$ cat src/rtl/multiword_add_pkg.sv
// Shared types and helpers for the sequential multi-word adder.
package multiword_add_pkg;

  typedef enum logic [1:0] {
    IDLE = 2'd0,
    RUN  = 2'd1,
    DONE = 2'd2
  } state_t;

  // Slice index width; a single-slice build still needs a one-bit index.
  function automatic int idx_width(input int words);
    int w;
    if (words <= 1) begin
      w = 1;
    end else begin
      w = $clog2(words);
    end
    return w;
  endfunction

endpackage

$ cat src/rtl/multiword_add_seq_cla_slice.sv
// One WIDTH-bit carry-lookahead adder slice; purely combinational.
module cla_slice #(
  parameter int WIDTH = 32
) (
  input  logic [WIDTH-1:0] a,
  input  logic [WIDTH-1:0] b,
  input  logic             cin,
  output logic [WIDTH-1:0] s,
  output logic             cout
);

  logic [WIDTH-1:0] g_s;
  logic [WIDTH-1:0] p_s;
  logic [WIDTH-1:0] gg_s;
  logic [WIDTH-1:0] pp_s;
  logic [WIDTH:0]   c_s;

  // Group generate/propagate prefix over bits [i:0], then every carry is G + P*cin.
  always_comb begin
    g_s     = a & b;
    p_s     = a ^ b;
    gg_s    = {WIDTH{1'b0}};
    pp_s    = {WIDTH{1'b0}};
    c_s     = {(WIDTH+1){1'b0}};
    gg_s[0] = g_s[0];
    pp_s[0] = p_s[0];
    for (int i = 1; i < WIDTH; i++) begin
      gg_s[i] = g_s[i] | (p_s[i] & gg_s[i-1]);
      pp_s[i] = p_s[i] & pp_s[i-1];
    end
    c_s[0] = cin;
    for (int i = 0; i < WIDTH; i++) begin
      c_s[i+1] = gg_s[i] | (pp_s[i] & cin);
    end
    s    = p_s ^ c_s[WIDTH-1:0];
    cout = c_s[WIDTH];
  end

endmodule

$ cat src/rtl/multiword_add_seq.sv
// Sequential WIDTH*WORDS-bit adder, one slice per cycle, LS slice first.
// Define MULTIWORD_ADD_SUB_EN to add the 'sub' port (a - b - cin).
module multiword_add_seq
  import multiword_add_pkg::*;
#(
  parameter int WIDTH = 32,
  parameter int WORDS = 4
) (
  input  logic                   clk,
  input  logic                   rst,
  input  logic                   in_valid,
  output logic                   in_ready,
  input  logic [WIDTH*WORDS-1:0] a,
  input  logic [WIDTH*WORDS-1:0] b,
  input  logic                   cin,
`ifdef MULTIWORD_ADD_SUB_EN
  input  logic                   sub,
`endif
  output logic                   out_valid,
  input  logic                   out_ready,
  output logic [WIDTH*WORDS-1:0] s,
  output logic                   cout
);

  localparam int TOTAL = WIDTH * WORDS;
  localparam int IW    = idx_width(WORDS);
  localparam logic [IW-1:0] LAST_IDX = IW'(WORDS - 1);

  state_t            state_r;
  logic [IW-1:0]     idx_r;
  logic              carry_r;
  logic [TOTAL-1:0]  a_r;
  logic [TOTAL-1:0]  b_r;
  logic [TOTAL-1:0]  s_r;
  logic              cout_r;
  logic              out_valid_r;
  logic              in_ready_r;

  logic [WIDTH-1:0]  a_slice_s;
  logic [WIDTH-1:0]  b_slice_s;
  logic [WIDTH-1:0]  sum_s;
  logic              slice_cout_s;

  // Route the slice selected by the current index into the shared adder.
  always_comb begin
    a_slice_s = a_r[idx_r*WIDTH +: WIDTH];
    b_slice_s = b_r[idx_r*WIDTH +: WIDTH];
  end

  cla_slice #(.WIDTH(WIDTH)) u_slice (
    .a    (a_slice_s),
    .b    (b_slice_s),
    .cin  (carry_r),
    .s    (sum_s),
    .cout (slice_cout_s)
  );

  // Control FSM and datapath registers; in_ready/out_valid are registered copies of the state decode.
  always_ff @(posedge clk or posedge rst) begin
    if (rst) begin
      state_r     <= IDLE;
      idx_r       <= {IW{1'b0}};
      carry_r     <= 1'b0;
      a_r         <= {TOTAL{1'b0}};
      b_r         <= {TOTAL{1'b0}};
      s_r         <= {TOTAL{1'b0}};
      cout_r      <= 1'b0;
      out_valid_r <= 1'b0;
      in_ready_r  <= 1'b1;
    end else begin
      case (state_r)
        IDLE: begin
          if (in_valid) begin
            a_r        <= a;
`ifdef MULTIWORD_ADD_SUB_EN
            b_r        <= sub ? ~b : b;
            carry_r    <= sub ? ~cin : cin;
`else
            b_r        <= b;
            carry_r    <= cin;
`endif
            idx_r      <= {IW{1'b0}};
            in_ready_r <= 1'b0;
            state_r    <= RUN;
          end
        end
        RUN: begin
          s_r[idx_r*WIDTH +: WIDTH] <= sum_s;
          carry_r                   <= slice_cout_s;
          if (idx_r == LAST_IDX) begin
            cout_r      <= slice_cout_s;
            out_valid_r <= 1'b1;
            state_r     <= DONE;
          end else begin
            idx_r <= idx_r + IW'(1);
          end
        end
        DONE: begin
          // s/cout hold here; the next operand set is only taken once back in IDLE.
          if (out_ready) begin
            out_valid_r <= 1'b0;
            in_ready_r  <= 1'b1;
            state_r     <= IDLE;
          end
        end
        default: begin
          out_valid_r <= 1'b0;
          in_ready_r  <= 1'b1;
          idx_r       <= {IW{1'b0}};
          state_r     <= IDLE;
        end
      endcase
    end
  end

  assign in_ready  = in_ready_r;
  assign out_valid = out_valid_r;
  assign s         = s_r;
  assign cout      = cout_r;

endmodule

$ cat config.mk
export PLATFORM = sky130hd
export DESIGN_NAME = multiword_add_seq
export DESIGN_NICKNAME = d
export VERILOG_FILES = /design/src/rtl/multiword_add_pkg.sv /design/src/rtl/multiword_add_seq_cla_slice.sv /design/src/rtl/multiword_add_seq.sv
export SDC_FILE = /design/constraint.sdc
export NUM_CORES = 1
export LEC_CHECK = 0
export ABC_AREA = 1
export BUFFER_PORTS_ARGS = -buffer_cell sky130_fd_sc_hd__buf_2
export CORE_MARGIN = 3
export CORE_UTILIZATION = 55
export DETAILED_ROUTE_END_ITERATION = 12
export GPL_ROUTABILITY_DRIVEN = 0
export PLACE_DENSITY = 0.81
export SETUP_SLACK_MARGIN = 0.15
export SLEW_MARGIN = 20
export SYNTH_ARGS = -nofsm -noshare
export SYNTH_HDL_FRONTEND = slang
export SYNTH_SLANG_ARGS = --single-unit
$ cat constraint.sdc
create_clock -name clk -period 15.5 [get_ports clk]
set_input_delay 3.1 -clock clk [delete_from_list [all_inputs] [get_ports clk]]
set_output_delay 3.1 -clock clk [all_outputs]
set_load 0.03 [all_outputs]
# After elaboration in Yosys (flattened, before gate mapping)
# Index checks and enable logic that the tools add are counted.
# word_totals
elab_cells	210
input_bits	261
out_inout_bits	131
ff_bits	392
# classes
n_addsub	2
n_bitwise	163
shifts	4
n_mux	16
n_eq_ne	7
n_reduce_logical	9
# ops
op	n
$shiftx 128x8->32	2
$bwmux 128	1
$shift 32x34->128 const A	1
$shiftx 32x34->128	1
$and 1x1->1	94
$xor 32x32->32	2
$or 1x1->1	63
$neg 7->34	1
$and 32x32->32	1
$pmux 2 s3	2
$reduce_and 3->1	4
$mux 2	5
$ne 2x2->1 const B	4
$pmux 1 s3	2
$reduce_and 2->1	3
$mux 1	5
$eq 2x2->1 const B	2
$not 1->1	3
$add 2x1->2 const B	1
$eq 2x1->1 const B	1
$logic_not 2->1	1
$pmux 1 s2	1
$reduce_bool 2->1	1

# Logic depth before layout (Yosys ltp)
# depth
word_depth	66
mapped_depth	66
depth_no_buf	63

# Modules after synthesis
# A second synthesis with hierarchy kept.
# hier_totals
hier_cells	2461
hier_area_um2	19112.1
# by_module_without_submodules
mod	seq_area_each_um2	area_each_um2	cells_each	n_inst
multiword_add_seq	9810.7	17570.6	2193	1
cla_slice	0.0	1541.5	268	1

# Worst setup path after synthesis
# Ideal clock, no wire load.
# synth_timing
kind	register to register
start	register idx_r[0]
end	register s_r[127], in the netlist s[127]
setup_time_ns	0.117
path_buffers	3
t_arrival_ns	5.008
synth_period_minus_slack_ns	5.125
path_slack_ns	10.375
t_required_ns	15.383
path_stages_with_launch	67
cell_sequence	dfrtp_1 > clkbuf_1 > clkinv_1 > clkbuf_1 > clkbuf_1 > nor2_1 > o22ai_1 > ha_1 > nand2_1 > nand2_1 > nand2_1 > nand2_1 > nand2_1 > nand2_1 > nand2_1 > nand2_1 > nand2_1 > nand2_2 > [... 31 more ...] > nand2_2 > nand2_2 > nand2_2 > nand2_1 > nand2_1 > nand2_1 > nand2_1 > nand2_2 > nand3_2 > nand3_2 > nand2_2 > nand2_4 > nand2_2 > nand2_4 > nand3_4 > nor2_4 > nand2_1 > nand2_1
# synth_between
elab_chain_cells	66
elab_cells_between_ends	161
cone_classes	1 x add/sub; 4 x shift; 1 x mux; 155 x bitwise
# synth_lines
item	line_no	rtl
start: declaration	multiword_add_seq.sv:30	logic [IW-1:0] idx_r;
start signal: assignment	multiword_add_seq.sv:62	idx_r <= {IW{1'b0}};
start signal: assignment	multiword_add_seq.sv:82	idx_r <= {IW{1'b0}};
start signal: assignment	multiword_add_seq.sv:95	idx_r <= idx_r + IW'(1);
$shiftx 128x8->32, on equally long branches	multiword_add_seq.sv:46, multiword_add_seq.sv:47	
$xor 32x32->32 or $and 32x32->32 (tied branches)	multiword_add_seq_cla_slice.sv:21, multiword_add_seq_cla_slice.sv:20	
$and 1x1->1	multiword_add_seq_cla_slice.sv:28	gg_s[i] = g_s[i] | (p_s[i] & gg_s[i-1]);
$or 1x1->1	multiword_add_seq_cla_slice.sv:28	
$and 1x1->1	multiword_add_seq_cla_slice.sv:28	
$or 1x1->1	multiword_add_seq_cla_slice.sv:28	
$and 1x1->1	multiword_add_seq_cla_slice.sv:28	
$or 1x1->1	multiword_add_seq_cla_slice.sv:28	
[... 50 more ...]	--	
$and 1x1->1	multiword_add_seq_cla_slice.sv:28	
$or 1x1->1	multiword_add_seq_cla_slice.sv:28	
$and 1x1->1	multiword_add_seq_cla_slice.sv:28	
$or 1x1->1	multiword_add_seq_cla_slice.sv:28	
$or 1x1->1	multiword_add_seq_cla_slice.sv:33	c_s[i+1] = gg_s[i] | (pp_s[i] & cin);
$xor 32x32->32	multiword_add_seq_cla_slice.sv:35	s = p_s ^ c_s[WIDTH-1:0];
$shiftx 32x34->128	multiword_add_seq.sv:88	s_r[idx_r*WIDTH +: WIDTH] <= sum_s;
$bwmux 128 (*)	multiword_add_seq.sv:88	
end signal: assignment	multiword_add_seq.sv:66	s_r <= {TOTAL{1'b0}};
end signal: indexed assignment	multiword_add_seq.sv:88	
end: declaration	multiword_add_seq.sv:34	logic [TOTAL-1:0] s_r;
# Mark *: on every way between the ends. The rest lies on a longest branch, timed or not.
# A chain may end at the register's enable or synchronous reset.

# Worst setup path in the final report
# layout_timing
start	register idx_r[1]
end	register s_r[122], in the netlist s[122]
# Same word-level chain as after synthesis.

==> impl_metrics.ini <==
[routing]
ant_nets = 0
drc = 0
vias_per_cell = 5.702
via_count = 14240
first_pass_iters = 5
finalWirelength_um = 50330
drt_iter0_drc = 1046
routedWlPerCell_um = 20.15

[final_layout]
final_nets = 2325
multi_input_area_um2 = 7426
regArea_um2 = 9816
utilization_pct = 67.26
synthToLayoutAreaGrowth_pct = 19.57
nFillCells = 2414
drive_gt1_share_pct = 36.54

[floorplanning]
rows = 65
io_pins = 392
die_area_um2 = 34720
fp.dieH_um = 186.3
core_area_um2 = 31800
die_w_um = 186.3
start_util_pct = 56.25

[critical_path]
crit_path_frequent_cell = nand2_1
worstRegToRegCells = 56
r2r-start = idx_r[1]
regToRegEndpoint = s[122]
timing.reg2reg.setup_slack_ps = 9440
path_max_fanout = 68
critical-path-max-stage-delay_ps = 630
crit_required_ps = 15840
start_kind = flop
critPathKind = flop to flop
critical-path-top-delay-family = simple AND/OR/NAND/NOR gates
end_kind = flop
arrival_ps = 6400
critPathBufInv = 2
slowest_stage = buf_4

[global_route]
grt_pass1_vias = 14260
grt_usage_pct = 28.15
antenna_found_initial = 21
grt_max_degree = 176
gr-total-overflow = 0
grt_pass1_wl_um = 78420

[timing]
min_period_over_period_pct = 39.09
fmax_mhz = 165.0
report.final.slew_viol_count = 0
hold_viol_final = 0
skew_ps = 17.50
tns_ps = 0
setup_viol = 0
worst_slew_pin_slew_ps = 1084
slew_headroom_pct = 27.63
rsz0062_at_grt = false
min_period_ps = 6060

[clocking]
clock-sinks = 392
insertion_delay_ps = 520
cts_tree = built
cts_made_buffers = 40
cts.path.max_buffers = 3
ctsResizeCount = 0
post_cts_buffers = 0
ctsHoldBuffers = 0
cts_root_buffer = clkbuf_16
cts_max_level = 2
path_clk_slew_ps = 60

[logic_synthesis]
ys_top_cells_by_count = dfrtp_1 (391), mux2_2 (256), o21ai_0 (255)
syn_inst = 1687
ys_seq_area_share_pct = 54.85
ys_warn_count = 0
yosys.cell_count.top_type = dfrtp_1
synth_ff_type = dfrtp_1
synthesis.nets = 1987
avgSynthCellArea_um2 = 10.60
synthTopCellsByArea = dfrtp_1 (55%), mux2_2 (16%), o21ai_0 (7.1%), nand2_1 (3.9%), nor2_1 (3.9%)
ys_ff_latch = 392
yosysTopAreaCell = dfrtp_1
syn_area_um2 = 17890
synth-edff-count = 0
synth_top_area_share_pct = 54.70
ys_types = 38
async_flop_share_pct = 100.0

[flow_run]
max-cap-violations = 0

[power_and_ir_drop]
power.density_nw_per_um2 = 269.8
ir_worst_vdd_mv = 0.1289
leakagePower_nw = 10.31
power_mw = 5.770

[hold_path]
min_to = s[102]
hp-start = s[102]
min-delay-path-class = flop to flop
hold_path_depth = 2

[place]
place_hpwl_um = 35080
port_buffers = 391

[outcome]
status = complete, no violations
-- worst max path at each step --
stage,start,endpoint,slack [ps],cells after the start
6_report,idx_r[1],s[122],9440,56
5_1_grt,idx_r[1],s[122],8780,56
4_1_cts,idx_r[1],s[122],9480,56
3_5_place_dp,idx_r[1],s[122],9560,56
3_3_place_gp,idx_r[1],s[122],9660,56
2_1_floorplan,rst,a_r[0],1500,1
-- kinds of logic (layout without fill, tap and decap cells) --
kind of cell	after synthesis	after routing	synth area share, %
simple gates	433	433	9.982
flops	392	392	54.85
compound gates	370	370	11.44
mux	256	256	16.12
buf+inv	174	537	3.715
fa+ha+maj	39	39	2.770
xor+xnor	23	23	1.126
other cells	0	13	0
-- layout make-up --
cell class,instances,area share (%)
Clock inverter,8,0.4388
Inverter,68,1.240
Clock buffer,59,5.394
Tap cell,435,2.545
Timing Repair Buffer,402,9.612
Antenna cell,13,0.1521
Sequential cell,392,45.90
Multi-Input combinational cell,1121,34.72
-- power by group --
| group | internal (mW) | switching, mW |
|---|---|---|
| Clock | 0.547 | 0.386 |
| Combinational | 1.06 | 2.06 |
| Sequential | 1.48 | 0.242 |
-- worst min-delay path: cells and delay by family, from the launching register on --
family,cells,cell delay [ps]
AOI/OAI and AO/OA,1,60
DFF,1,340
and+or+nand+nor,1,50
-- per-stage QoR --
step           instances  area (um2)  setup WS (ps)  hold slack [ps]
3_5_place_dp        2418       20100           9562            466.9
6_report            2498       21390           9440            476.4
5_1_grt             2496       21380           8785            500.3
4_1_cts             2485       21350           9481            481.0
3_3_place_gp        2418       20100           9659            460.0
2_1_floorplan       1687       17890           1504            473.9
-- state kept, by name, indices dropped and copies added, names as in the netlist --
signal     count
a_r          128
b_r          128
carry_r        1
cout           1
idx_r          2
in_ready       1
out_valid      1
s            128
state_r        2
-- layout by cell type, fill, tap and decap left out, types with 3 or more instances in the layout --
cell type  instances
nand4_1            6
xnor2_1            8
nor2_1           186
a22o_1             5
o31ai_1           27
mux2_2           256
a21oi_1            7
clkbuf_16         41
diode_2           13
nand2_2           16
o22ai_1           66
ha_1              37
buf_4              9
xor2_1            15
o21ai_0          255
clkinv_2           5
nand2_1          184
clkbuf_1          12
inv_1             64
buf_2            391
nand2_4            3
o21ai_1            4
nand3_1           21
clkbuf_8           6
nor3_1             7
dfrtp_1          389
-- layer usage --
| layer | part of all wire, % | track usage [%] | wire length [um] |
|---|---|---|---|
| met1 | 41 | 38.58 | 20770 |
| met4 | 3.7 | 10.50 | 1848 |
| met5 | 0.23 | 0 | 117 |
| met2 | 46 | 44.55 | 23390 |
| met3 | 8.4 | 6.237 | 4214 |
Power figures use the tool's default switching activity.
